### src/rtl/stream_mux_rr_pkg.sv
// Shared helpers for the round-robin stream multiplexer.
// Only a clog2 that never returns zero lives here.
package stream_mux_rr_pkg;

  function automatic int clog2_safe(input int n);
    return (n < 2) ? 1 : $clog2(n);
  endfunction

endpackage

### src/rtl/rr_arbiter.sv
// Round-robin arbiter with a forced-select override.
// Owns the rotating priority pointer and the wrap-around priority search.
module rr_arbiter
  import stream_mux_rr_pkg::*;
#(
  parameter int N     = 4,
  parameter int SEL_W = clog2_safe(N)
) (
  input  logic             clk,
  input  logic             rst_n,
  input  logic [N-1:0]     req,
  input  logic             advance,
  input  logic             force_en,
  input  logic [SEL_W-1:0] force_sel,
  output logic [N-1:0]     gnt_oh,
  output logic [SEL_W-1:0] gnt_idx,
  output logic             gnt_vld
);

  logic [SEL_W-1:0] ptr_q, ptr_d;
  logic [N-1:0]     cand;
  logic [SEL_W:0]   pos;

  // An out-of-range force_sel matches no channel, so nothing is granted.
  always_comb begin
    cand = '0;
    for (int i = 0; i < N; i++) begin
      cand[i] = req[i] & (~force_en | (force_sel == SEL_W'(i)));
    end
  end

  // NOTE: every output of this block gets a default before the loop so no
  // path leaves a value unassigned, which would otherwise infer a latch.
  always_comb begin
    gnt_oh  = '0;
    gnt_idx = '0;
    gnt_vld = 1'b0;
    pos     = '0;
    for (int k = 0; k < N; k++) begin
      pos = {1'b0, ptr_q} + (SEL_W + 1)'(k);
      if (pos >= (SEL_W + 1)'(N)) pos = pos - (SEL_W + 1)'(N);
      if (!gnt_vld && cand[pos[SEL_W-1:0]]) begin
        gnt_vld                = 1'b1;
        gnt_idx                = pos[SEL_W-1:0];
        gnt_oh[pos[SEL_W-1:0]] = 1'b1;
      end
    end
  end

  assign ptr_d = (gnt_idx == SEL_W'(N - 1)) ? '0 : gnt_idx + 1'b1;

  // NOTE: state is written with non-blocking assignments so every flop
  // samples pre-edge values regardless of block ordering.
  always_ff @(posedge clk or negedge rst_n) begin
    if (!rst_n) begin
      ptr_q <= '0;
    end else if (advance && gnt_vld && !force_en) begin
      ptr_q <= ptr_d;
    end
  end

endmodule

### src/rtl/stream_mux_rr.sv
// N-channel valid/ready stream mux with round-robin arbitration, a forced
// channel select and a single registered output stage.
module stream_mux_rr
  import stream_mux_rr_pkg::*;
#(
  parameter int N     = 4,
  parameter int W     = 8,
  parameter int SEL_W = clog2_safe(N)
) (
  input  logic             clk,
  input  logic             rst_n,
  input  logic [N-1:0]     up_valid,
  input  logic [N*W-1:0]   up_data,
  output logic [N-1:0]     up_ready,
  input  logic             force_en,
  input  logic [SEL_W-1:0] force_sel,
  output logic             down_valid,
  output logic [W-1:0]     down_data,
  output logic [SEL_W-1:0] down_id,
  input  logic             down_ready
);

  logic [W-1:0]     up_words [N];
  logic [N-1:0]     gnt_oh;
  logic [SEL_W-1:0] gnt_idx;
  logic             gnt_vld;
  logic             load_en;
  logic             down_valid_q;
  logic [W-1:0]     down_data_q;
  logic [SEL_W-1:0] down_id_q;

  always_comb begin
    for (int i = 0; i < N; i++) begin
      up_words[i] = up_data[i*W +: W];
    end
  end

  // The output register can take a word when empty or drained this cycle.
  assign load_en = ~down_valid_q | down_ready;

  rr_arbiter #(
    .N     (N),
    .SEL_W (SEL_W)
  ) u_arb (
    .clk       (clk),
    .rst_n     (rst_n),
    .req       (up_valid),
    .advance   (load_en),
    .force_en  (force_en),
    .force_sel (force_sel),
    .gnt_oh    (gnt_oh),
    .gnt_idx   (gnt_idx),
    .gnt_vld   (gnt_vld)
  );

  // Gated by rst_n so no producer sees a handshake while reset is held.
  assign up_ready = gnt_oh & {N{load_en & rst_n}};

  always_ff @(posedge clk or negedge rst_n) begin
    if (!rst_n) begin
      down_valid_q <= 1'b0;
      down_data_q  <= '0;
      down_id_q    <= '0;
    end else if (load_en) begin
      down_valid_q <= gnt_vld;
      if (gnt_vld) begin
        down_data_q <= up_words[gnt_idx];
        down_id_q   <= gnt_idx;
      end
    end
  end

  assign down_valid = down_valid_q;
  assign down_data  = down_data_q;
  assign down_id    = down_id_q;

endmodule

### config.mk
export PLATFORM = sky130hd
export DESIGN_NAME = stream_mux_rr
export DESIGN_NICKNAME = d
export VERILOG_FILES = /design/src/rtl/stream_mux_rr_pkg.sv /design/src/rtl/rr_arbiter.sv /design/src/rtl/stream_mux_rr.sv
export SDC_FILE = /design/constraint.sdc
export NUM_CORES = 1
export LEC_CHECK = 0
export ABC_AREA = 1
export CORE_ASPECT_RATIO = 1.1
export CORE_UTILIZATION = 45
export CTS_CLUSTER_DIAMETER = 60
export CTS_CLUSTER_SIZE = 28
export DETAILED_ROUTE_END_ITERATION = 8
export DONT_BUFFER_PORTS = 1
export PLACE_DENSITY = 0.68
export SYNTH_ARGS = -nofsm -noshare
export SYNTH_HDL_FRONTEND = slang
export SYNTH_SLANG_ARGS = --single-unit
### constraint.sdc
create_clock -name clk -period 5.9 [get_ports clk]
set_input_delay 1.18 -clock clk [delete_from_list [all_inputs] [get_ports clk]]
set_output_delay 1.18 -clock clk [all_outputs]
set_load 0.005 [all_outputs]
==> results.txt, run 1 <==
The worst path needs 3.813 ns of the cycle, external delays included. The run gives 0 as the remaining routing DRC violations. The min-delay analysis places its worst path in the category register to register. When the netlist entered floorplanning its net count stood at 275. The die covers 3802 sq um. On the worst path, the slowest cell contributes a delay of 0.73 ns. The area share of and/or/nand/nor cells after synthesis is 56.02%, and the routed wirelength normalized by instance count is 11.96 um. Setup repair after global routing left no endpoint under its margin. Data arrives at the worst endpoint at 2.63 ns. OpenSTA, run right after detailed placement, puts the worst setup slack at 2.327 ns.

The worst hold path passes through 2 cells. The setup violation total in the final timing report came out at 0. The critical path contains buffers and inverters numbering 4 combined. The total overflow reported by the global router is 0.

The clock passes through at most 2 buffers. Relative to the synthesized area, the layout overhead comes to 3.672%. The tools report the total wirelength of the detailed-routed design as 3.264 mm.

Slowest cell on the critical path: sky130_fd_sc_hd__dfrtp_1. The worst clock skew is 0.004112 ns. The post-synthesis register bit count came out at 13. The number of global-route vias before repair is 1293.

After clock tree synthesis, the clock-pin slew on the worst setup and hold paths is 0.08 ns. After technology mapping, the gate count stands at 224. The tools report the sequential cell area fraction in the yosys report as 20.31%. For the final max-slew violation count, the log shows 0. The total power of the final layout is 1.213 mW. The pre-antenna-repair detailed-routing pass consisted of 4 iterations. The logs give 0.8385 nW for the leakage power and 0 for the remaining antenna violation count. The core region is 3358 sq um.

For the final routed database, the setup TNS stands at 0 ns. TritonCTS built the clock tree. The transition at the pin with the smallest max-transition slack came out at 0.6038 ns.

After Yosys synthesis, full adders, half adders and majority gates account for 7.031% of the synthesized area. The class of the most critical setup path is register to output pin. The logs give 0.5133 ns for the worst hold margin and 1 for the number of H-tree levels. The initial utilization of the core area, before any placement, comes to 47.69%.

For this run, the number of Yosys warnings is 0. The tools report the post-synthesis cell area as 1602 sq um. The logs give 0 for the initial antenna violation count and 0 for the count of hold buffers inserted by post-cts repair. The filler cells instantiated in the layout total 371.

The tools report the post-CTS setup repair buffer count as 0. The vertical die dimension is 64.57 um. Clock latency on the worst-skew pair, taken at its later pin, is 0.27 ns.

In this run the most critical hold path is launched from down_id[0]. The kind of cell with the highest combined delay along the critical path is flip-flops. Entering global routing, the biggest net connects 16 pins. Of the total power, the share spent switching nets is 58.89%.

The fraction of final layout cells with drive strength greater than 1 was 17.33%; the via count was 1368. Of the available clock period, the critical path in the final layout requires 64.63%. Summing all multi-input logic gate instances after layout gives 1107 sq um. The worst reg2reg path depth came out at 10. In this run the critical register-to-register path is captured at down_id[1].

In this run the clock root is driven by a sky130_fd_sc_hd__clkbuf_4. Dominant combinational cell family by area after synthesis: simple AND/OR/NAND/NOR gates. The ratio of total power to cell area works out to 730.7 nW/um^2. Each instance of the synthesized netlist takes up on average 7.150 sq um.

In this run the critical register-to-register path is launched from u_arb.ptr_q[0]. STA classifies the critical path startpoint as a register. Static timing analysis puts the maximum clock frequency at 262.3 MHz. Across the VDD grid, the largest voltage drop is 0.2745 mV. For the worst setup path, the data required time is 4.72 ns. The count of nets after finishing came out at 277. Once the clock tree was built, the resizer swapped 0 gates to a different size. After Yosys synthesis, XOR and XNOR cells account for 0% of the synthesized area. The clock power share is 4.5%, and the highest net fanout along the worst path is 11.

TritonCTS created 3 clock buffers. The first global-routing pass estimated 5.754 mm of wire. The end of the worst hold path is down_id[0]. The number of I/O pins came out at 57.

The relative contribution of combinational cells to total power is 79.1%. The worst path meets setup with 2.087 ns of slack. Detailed placement ended at an HPWL of 2.674 mm. Using the TritonRoute via totals, the vias-per-cell ratio works out to 5.011. The number of hold violations in the final report is 0, and the die width is 58.88 um. The antenna diode instance count is 0.

The logs give 19.43% for the aggregate global-route resource usage and 0 for the number of violations of the max-capacitance limit. The floorplan row count is 22. The internal portion of the total power is 498.7 uW. The analysis attributes to net switching a power of 714.4 uW. The congestion estimate from routability-driven global placement came to 0.8053.

In this run, flip-flops and latches consume 16.4% of the power. Summing the areas of all compound-gate instances in the mapped netlist gives 6.094% of the synthesized area. In this run the tightest slew margin relative to its limit is 59.75%.

For this block, the initial DRC count from the detailed router was 52. The sink count of the clock tree is 13. Registers take 325.3 sq um. The worst setup path is captured at an output pin. The count of different cell masters after synthesis is 28, and the minimum setup slack among reg-to-reg paths is 3.09 ns. Count of port buffers added during placement: 0. The run finished with clean final reports. The critical path goes through inv_6, ha_1, inv_1, nand3_2, nand2_4, inv_4, nor2_2, nand3_2, inv_1, nand2_1, a41oi_1. The multiplexer share of the synthesized area came out at 0%.
==> metrics by stage <==
stage / instance area (sq um) / utilization (%) / std cells
after CTS: 1660 / 49.44 / 273
after detailed placement: 1634 / 48.66 / 269
final: 1660 / 49.44 / 273
after global placement: 1634 / 48.66 / 269
after global routing: 1660 / 49.44 / 273
after floorplan: 1602 / - / 224
==> per-layer routing <==
metal	GRT usage, %	wire length [um]	vias to the layer above
met2	32.67	1608	38
met3	3.194	122	0
li1	-	-	735
met5	0	0	-
met4	2.976	0	0
met1	26.34	1533	595
==> worst min-delay path, stage by stage, from the launching register on <==
cell and delay, ns:
sky130_fd_sc_hd__dfrtp_1 0.37, sky130_fd_sc_hd__nand2_1 0.06, sky130_fd_sc_hd__o21ai_0 0.06
==> flip-flops by register name, indices dropped and copies added, names as in the netlist <==
register	count
down_data	8
u_arb.ptr_q	2
down_valid	1
down_id	2
==> power by group through the flow <==
stage	logic, mW	registers (mW)	clock network (mW)
after detailed placement	0.966	0.202	0
final	0.960	0.199	0.0540
after global routing	1.10	0.207	0.0611
after floorplan	0.852	0.178	0
after CTS	0.969	0.201	0.0567
after global placement	0.961	0.203	0
==> cell usage after synthesis <==
cell | n | share of area (%)
sky130_fd_sc_hd__nand3_1 | 34 | 11
sky130_fd_sc_hd__dfrtp_1 | 13 | 20
sky130_fd_sc_hd__inv_6 | 1 | 0.55
sky130_fd_sc_hd__or2_1 | 4 | 1.6
sky130_fd_sc_hd__or2_0 | 4 | 1.6
sky130_fd_sc_hd__a41oi_1 | 4 | 2.2
sky130_fd_sc_hd__o21ai_0 | 3 | 0.94
sky130_fd_sc_hd__inv_4 | 2 | 0.78
sky130_fd_sc_hd__ha_1 | 9 | 7.0
sky130_fd_sc_hd__nor2_1 | 9 | 2.1
sky130_fd_sc_hd__nor3_2 | 1 | 0.63
sky130_fd_sc_hd__nand2_8 | 1 | 1.3
sky130_fd_sc_hd__o21ai_1 | 1 | 0.31
sky130_fd_sc_hd__inv_1 | 31 | 7.3
sky130_fd_sc_hd__nand4_1 | 5 | 2.0
sky130_fd_sc_hd__nand2_4 | 4 | 2.8
sky130_fd_sc_hd__nor2_2 | 3 | 1.2
sky130_fd_sc_hd__a21oi_1 | 2 | 0.63
sky130_fd_sc_hd__inv_2 | 1 | 0.23
sky130_fd_sc_hd__nand2_2 | 3 | 1.2
sky130_fd_sc_hd__buf_2 | 1 | 0.31
sky130_fd_sc_hd__nand3_2 | 11 | 6.9
sky130_fd_sc_hd__a21oi_4 | 2 | 2.0
sky130_fd_sc_hd__nand4_4 | 1 | 1.3
sky130_fd_sc_hd__nand3_4 | 6 | 6.6
sky130_fd_sc_hd__nand2_1 | 62 | 15
sky130_fd_sc_hd__buf_6 | 2 | 1.4
sky130_fd_sc_hd__nand3b_1 | 4 | 1.9
==> worst max-delay path by stage <==
stage / start / to / cells after the start
after detailed placement: force_sel[0] / up_ready[3] / 12
after floorplan: force_sel[0] / up_ready[0] / 12
after CTS: u_arb.ptr_q[0] / up_ready[3] / 11
after global placement: force_sel[1] / up_ready[3] / 12
after global routing: u_arb.ptr_q[0] / up_ready[0] / 11
final: u_arb.ptr_q[0] / up_ready[3] / 11
==> layout by cell type, fill, tap and decap left out, drive strengths merged <==
cell type	instances
or2	8
a41oi	4
clkbuf	4
inv	35
nand2	70
o21ai	4
nor3	1
nor2	12
nand3b	4
nand4	6
nand3	51
dfrtp	13
a21oi	4
ha	9
==> cell type report <==
type | count | area share [%]
inverter | 35 | 8.515
multi-input combinational | 173 | 66.69
tap | 48 | 3.617
clock buffer | 4 | 1.583
sequential | 13 | 19.59
==> kinds of logic (layout without fill, tap and decap cells) <==
logic type / Yosys count / after routing
flip-flops: 13 / 13
AND/OR/NAND/NOR: 152 / 152
AO/OA/AOI/OAI: 12 / 12
buffers and inverters: 38 / 39
adder cells (fa/ha/maj): 9 / 9
No activity file was read; power rests on OpenSTA's default activity.
==> run 2, diff against run 1 <==
--- a/config.mk
+++ b/config.mk
@@ -12,7 +12,7 @@
 export CTS_CLUSTER_SIZE = 28
 export DETAILED_ROUTE_END_ITERATION = 8
 export DONT_BUFFER_PORTS = 1
-export PLACE_DENSITY = 0.68
+export PLACE_DENSITY = 0.7
 export SYNTH_ARGS = -nofsm -noshare
 export SYNTH_HDL_FRONTEND = slang
 export SYNTH_SLANG_ARGS = --single-unit
==> constraint.sdc (replaced) <==
create_clock -name clk -period 3.1 [get_ports clk]
set_input_delay 0.62 -clock clk [delete_from_list [all_inputs] [get_ports clk]]
set_output_delay 0.62 -clock clk [all_outputs]
set_load 0.005 [all_outputs]
==> run 2 against run 1 <==
Clock-buffer cell count unchanged; register-to-register slack worse by 2.4 ns; sequential share of layout area is 0.26 points lower; combinational power grew 100%; flip-flop and latch count did not move; critical path depth is the same; highest routed layer unchanged; setup slack worse by 1.8 ns; largest power group unchanged; hold slack worse by 0.48 ns; design area is 1.4% higher; final cell count rose by 1.1%; critical endpoint unchanged; die area stayed put; total power up 95%.
==> results.txt, run 2 (synthesis gave the netlist of run 1 again) <==
The flow ran to the end, and the final reports show no timing, DRC or antenna violations. The register with the most flip-flops in the layout has 8 of them. Pin placement for this block handled 57 I/O pins. The critical path data required time was 2.48 ns.

The number of instances resized during post-cts repair came out at 0. Once detail routing completed, the nets flagged for antenna violations numbered 0. The tools report the number of global-route vias before repair as 1269. Of the available clock period, the critical path in the final layout requires 91.96%.

The detailed router finished its first iteration with 47 violations. The total power of the final layout was 2.360 mW; the number of violations of the max-capacitance limit was 0. IR analysis of the VDD net gives a maximum drop of 0.5862 mV. The worst register-to-register path has a depth of 10. At the pin with the least slew margin, the transition time is 0.5157 ns. In the routed design, unresolved DRC markers number 0. The post-CTS setup repair buffer count was 0. Setup repair after global routing left no endpoint under its margin. The final core utilization was 50.11%.

The tools report the kind of start point of the critical path as a register. The multi-input combinational cells in the finished layout cover a total of 1107 sq um. The library cell used most frequently in the layout, excluding fill and tap cells, is sky130_fd_sc_hd__nand2_1. The core region is 3358 sq um. The setup TNS was 0 ns; the count of port buffers added during placement was 0. Floorplan row count: 22. Initial antenna violation count: 0. The class of the most critical setup path is register to output pin.

The sequential standard cell area is 325.3 sq um. The number of hold buffers added after CTS was 0. The die width came out at 58.88 um. The tools report the worst hold margin as 0.02989 ns. TritonCTS built the clock tree. The clock tree root buffer cell was sky130_fd_sc_hd__clkbuf_4. The final layout contains 280 nets. The die is 64.57 um tall. The buffer depth of the longest clock path is 2, and the worst clock skew is 0.005733 ns. Dividing the detail-routed wire length by the instance count gives 12.35 um. The number of H-tree levels was 1; the maximum clock frequency was 350.8 MHz. The aggregate global-route resource usage was 19.48%. The tools report the total wirelength of the detailed-routed design as 3.408 mm. The library cells used most frequently in the layout, excluding fill and tap cells, are sky130_fd_sc_hd__nand2_1 (62), sky130_fd_sc_hd__nand3_1 (34), sky130_fd_sc_hd__inv_1 (31). Before antenna repair, the detailed router went through 4 iterations. In the final layout, the share of cells above drive strength 1 is 18.42%. Of all nets on the critical path, the largest fanout is 11.

The logs give 5.796 mm for the global-route wire length before repair and 0 for the number of hold violations in the final report. The number of non-filler instances in the completed layout is 276, and the via count is 1422. The clock-pin slew on the worst setup and hold paths works out to 0.08 ns. Entering global routing, the biggest net connects 16 pins. The path class of the tightest hold or removal check is input port to async pin. The leakage power was 0.8531 nW.

For the sink count of the clock tree, the log shows 13. The logs give 65.54% for the headroom to the max-slew limit and 2.806 mm for the HPWL after detailed placement. The setup violation total in the final timing report is 0.

The layout has 365 filler cells. The total overflow left after global routing is 0. The starting utilization of the core area is 47.69%. STA classifies the critical path endpoint as an output pin. The worst path needs 2.851 ns of the cycle, external delays included.

The run gives 272 as the number of instances in the placed design. The vias per cell was 5.152. The clock latency at the later pin of the worst-skew pair came out at 0.27 ns.

The antenna diode instance count was 0; the final max-slew violation count was 0. The total die area was 3802 sq um. The ratio of total power to cell area works out to 1402 nW/um^2. The signal arrival time at the worst endpoint was 2.23 ns; the growth of design area from synthesis to finish was 5.078%. The congestion estimate from routability-driven global placement came to 0.8018. The number of clock buffers added by TritonCTS is 3.
==> run 2: cell types whose count changed in the layout (fill, tap and decap cells not counted), sizes merged <==
| cell | delta |
|---|---|
| buf | +3 |
==> run 2: final timing paths <==
kind	endpoint	startpoint	slack, ns
max	up_ready[3]	u_arb.ptr_q[0]	0.25
max in group asynchronous	down_data[6]	rst_n	2.99
min reg2reg	down_id[0]	down_id[0]	0.51
min in group clk	down_id[0]	down_id[0]	0.51
min	down_valid	rst_n	0.03
max reg2reg	down_id[1]	u_arb.ptr_q[0]	0.72
==> run 2: per-layer routing <==
layer  part of all wire, %  track usage [%]  up-vias
li1                      -                -      743
met5                     0                0        -
met1                    48            26.62      633
met3                   4.1            2.395        0
met4                     0            2.679        0
met2                    48            33.24       46
==> run 2: final cells by class <==
| cell class | instances | share of cell area [%] |
|---|---|---|
| Inverter | 35 | 8.402 |
| Clock buffer | 4 | 1.561 |
| Tap cell | 48 | 3.569 |
| Multi-Input combinational cell | 173 | 65.80 |
| Timing Repair Buffer | 3 | 1.338 |
| Sequential cell | 13 | 19.33 |
==> run 2: critical path: stages, from the launching register on <==
cell                      delay [ns]
sky130_fd_sc_hd__dfrtp_1        0.42
sky130_fd_sc_hd__inv_6          0.09
sky130_fd_sc_hd__ha_1           0.34
sky130_fd_sc_hd__inv_1          0.15
sky130_fd_sc_hd__nand3_2        0.12
sky130_fd_sc_hd__nand2_4        0.15
sky130_fd_sc_hd__inv_4          0.07
sky130_fd_sc_hd__nor2_2         0.09
sky130_fd_sc_hd__nand3_2        0.11
sky130_fd_sc_hd__inv_1          0.15
sky130_fd_sc_hd__nand2_1        0.07
sky130_fd_sc_hd__a41oi_1        0.21
==> run 2: where the power goes <==
group | switching [mW] | total, mW | internal, mW | leakage (nW)
logic | 1.26 | 1.92 | 0.657 | 0.682
registers | 0.0670 | 0.337 | 0.270 | 0.156
clock network | 0.0545 | 0.104 | 0.0498 | 0.0150
==> run 2: per-stage QoR <==
| step | setup WS, ns | cell area [sq um] |
|---|---|---|
| detailed placement | 0.5640 | 1657 |
| CTS | 0.2532 | 1683 |
| finish | 0.2491 | 1683 |
| global route | 0.1029 | 1683 |
| global placement | 0.6314 | 1657 |
| floorplan | 0.4775 | 1602 |
==> run 3, diff against run 2 <==
--- a/config.mk
+++ b/config.mk
@@ -15,4 +15,5 @@
 export PLACE_DENSITY = 0.7
 export SYNTH_ARGS = -nofsm -noshare
 export SYNTH_HDL_FRONTEND = slang
+export SYNTH_HIERARCHICAL = 1
 export SYNTH_SLANG_ARGS = --single-unit
==> run 3 against run 2 <==
The flow now finishes with violations (DRC); synthesized cell count rose by 13%; register-to-register slack got worse by 0.06 ns; core utilization shrank 1.1 points; critical endpoint is now up_ready[1].
==> results.txt, run 3 <==
Sorting the synthesized cells by area gives the leading types as sky130_fd_sc_hd__nand2_1 (27%), sky130_fd_sc_hd__dfrtp_1 (22%), sky130_fd_sc_hd__inv_1 (12%). For the number of H-tree levels, the log shows 1. At the worst endpoint, the arrival time is 2.16 ns. Mean instance size in the synthesized netlist: 5.877 sq um. The transition at the pin with the smallest max-transition slack works out to 0.4106 ns. Clock latency on the worst-skew pair, taken at its later pin, is 0.26 ns.

For this run, the number of Yosys warnings is 6. The longest clock path from root to sink contains 2 buffers. After layout, the worst path uses 89.52% of the clock period. Most congested layer reported by global routing: met2. In this run, post-CTS hold repair placed 0 buffers. The initial utilization of the core area, before any placement, comes to 48.14%. Global routing used 26.32% of the available met2 tracks.

The routed design has 3.113 mm of wire. The number of cells on the worst reg-to-reg path is 16. The run gives 0.9430 nW as the leakage power. Post-synthesis register bit count: 13. The clock-pin slew on the worst setup and hold paths is 0.07 ns. For the critical path data required time, the log shows 2.48 ns. Global routing used 17.52% of the available tracks across all layers. The tools report the total overflow reported by the global router as 0. The number of setup buffers added after CTS is 0. The minimum setup slack among reg-to-reg paths is 0.66 ns. For the maximum clock frequency, the log shows 360.3 MHz.

The pre-antenna-repair detailed-routing pass consisted of 6 iterations. The clock arrives with 0.001781 ns of skew. The tools report the antenna diode instance count as 0. Net switching is 59.03% of the power. The met1 track demand over resource in global routing is 25.55%, and the largest voltage drop on the vdd net is 0.4321 mV. The number of buffers inserted during clock tree synthesis was 3. In the post-synthesis netlist, the cell with the most instances is sky130_fd_sc_hd__nand2_1. Along the worst path, the maximum fanout reaches 10. The number of violations of the max-capacitance limit was 0. The count of different cell masters after synthesis was 20. The HPWL after detailed placement is 2.470 mm. The run gives 17.3% as the fraction of power consumed by sequential logic. Ranked by instance count, the synthesized netlist is headed by sky130_fd_sc_hd__nand2_1 (106), sky130_fd_sc_hd__inv_1 (49), sky130_fd_sc_hd__nand3_1 (28).

Setup repair after global routing left no endpoint under its margin. The growth of design area from synthesis to finish came out at 1.844%. The most common cell after layout, fill and taps aside was sky130_fd_sc_hd__nand2_1. The run gives 1494 sq um as the standard cell area after detailed placement. The biggest area contributor in the post-synthesis netlist is sky130_fd_sc_hd__nand2_1.

In the final layout, the share of cells above drive strength 1 is 10.98%. The critical path ends at up_ready[1]. Dividing the detail-routed wire length by the instance count gives 10.77 um. The count of flip-flops with a built-in enable after synthesis was 0.

STA classifies the critical path startpoint as a register. The count of port buffers added during placement is 0, and the total power of the final layout is 1.887 mW. The tools report the post-synthesis net count as 304.

Ratio of total power to cell area: 1241 nW/um^2. The floorplan step defined a die boundary enclosing 3552 sq um. The sequential cell area fraction in the yosys report came out at 21.79%. In this run the power spent charging and discharging nets is 1.114 mW.

Measured along the x axis, the die boundary spans 56.92 um. TritonCTS built the clock tree. Per report_power, the clock group accounts for 5.2% of the total. The tools report the sink count of the clock tree as 13. The count of nets left with antenna violations once routing finished came out at 0. The run gives 0 as the number of hold violations in the final report. The global-route wire length before repair was 5.188 mm. The congestion estimate from routability-driven global placement came to 0.8459.

Setup TNS: 0 ns. The final reports fail on DRC. For the number of global-route vias before repair, the log shows 1218.

Kind of end point of the critical path: an output pin. The initial antenna violation count is 0, and the DRC marker count from the first detailed-route iteration is 45. Using the TritonRoute via totals, the vias-per-cell ratio works out to 4.858. The worst hold margin was 0.04251 ns; the count of nets after finishing was 306. During I/O placement, the number of pins put on the boundary was 57. The total non-filler cell area in the finished layout was 1520 sq um.

The run gives 20 as the maximum number of pins on one net before global-route repair. For this run, asynchronously set or reset flops after synthesis account for 100.0%. Headroom to the max-slew limit came out at 72.53%.

The endpoint identified for the worst register-to-register timing path is down_data[7]. Setup violations remaining at the end of the flow were counted as 0. The prevailing post-synth register cell was sky130_fd_sc_hd__dfrtp_1. After floorplanning, the core was divided into 21 placement rows.

The internal power component was 773.1 uW; the final max-slew violation count was 0. For met3 alone, demand over resource in global routing was 3.520%. The critical path in this run is classified as register to output pin. The cell count after synthesis came out at 254.

Clock tree root buffer cell: sky130_fd_sc_hd__clkbuf_4. The logs give 3100 sq um for the placeable core area and 49.03% for the final core utilization. The worst hold path class was input port to async pin. Leaving out fill and tap cells, the most frequent cells in the layout are sky130_fd_sc_hd__nand2_1 (106), sky130_fd_sc_hd__inv_1 (49), sky130_fd_sc_hd__nand3_1 (28). In the routed design, unresolved DRC markers number 4. The time the final worst path needs with I/O delays and setup works out to 2.775 ns.

Area share of the largest cell type after synthesis: 26.66%. The run finished, with violations left. In this run, the combinational gates consume 77.5% of the power. The vertical die dimension is 62.41 um. After clock tree synthesis, the repair step resized 0 gates. The via count was 1404. Summing every instance area after synthesis gives 1493 sq um.

The flip-flop count of the largest register, all copies and words added is 8.
## run 3: changes by cell type after synthesis, moves of 6 or more
cell	delta
sky130_fd_sc_hd__inv_1	+18
sky130_fd_sc_hd__nand2_1	+44
sky130_fd_sc_hd__nand3_1	-6
sky130_fd_sc_hd__nand3_4	-6
sky130_fd_sc_hd__o21ai_0	+7
## run 3: worst max-delay path: stages (launching register included)
cell and delay (ns):
sky130_fd_sc_hd__dfrtp_1 0.39, sky130_fd_sc_hd__inv_2 0.18, sky130_fd_sc_hd__ha_1 0.30, sky130_fd_sc_hd__inv_1 0.13, sky130_fd_sc_hd__nand3_1 0.10, sky130_fd_sc_hd__nand2_2 0.10
sky130_fd_sc_hd__nand2_4 0.06, sky130_fd_sc_hd__nor2_4 0.13, sky130_fd_sc_hd__nand2_1 0.14, sky130_fd_sc_hd__o21ai_0 0.17, sky130_fd_sc_hd__inv_1 0.06, sky130_fd_sc_hd__nor2_1 0.13
## run 3: final cells by class
| type | instances | area, sq um |
|---|---|---|
| Fill cell | 349 | 1580 |
| Tap cell | 34 | 42.54 |
| Sequential cell | 13 | 325.3 |
| Clock buffer | 4 | 26.28 |
| Inverter | 54 | 210.2 |
| Multi-Input combinational cell | 182 | 900.9 |
| Timing Repair Buffer | 2 | 15.01 |
## run 3: power by group through the flow
stage	Combinational (mW)	Clock [mW]	Sequential, mW
floorplan	1.31	0	0.335
global placement	1.45	0	0.327
detailed placement	1.46	0	0.329
CTS	1.47	0.103	0.326
global route	1.70	0.110	0.337
finish	1.46	0.0987	0.326
## run 3: metal layers
metal  routed length (um)  vias up
li1                     -      767
met1                 1527      589
met2                 1340       48
met3                  246        0
met4                    0        0
met5                    0        -
## run 3: logic make-up after synthesis
kind of cell,share of synthesized area [%]
AND/OR/NAND/NOR,48.28
buffers and inverters,17.85
AO/OA/AOI/OAI,5.365
adder cells (fa/ha/maj),6.706
flip-flops,21.79
## run 3: how the worst min path moves through the flow
| stage | to | slack [ns] |
|---|---|---|
| 3_3_place_gp | down_valid | 0.32 |
| 5_1_grt | down_data[0] | 0.02 |
| 4_1_cts | down_data[0] | 0.03 |
| 3_5_place_dp | down_valid | 0.32 |
| 2_1_floorplan | down_data[0] | 0.32 |
| 6_report | down_data[3] | 0.04 |
## run 3: stage by stage
step           instances  worst slack [ns]
3_5_place_dp         285            0.6018
3_3_place_gp         285            0.6540
6_report             289            0.3247
5_1_grt              289           0.04747
4_1_cts              289            0.3043
2_1_floorplan        254            0.5899
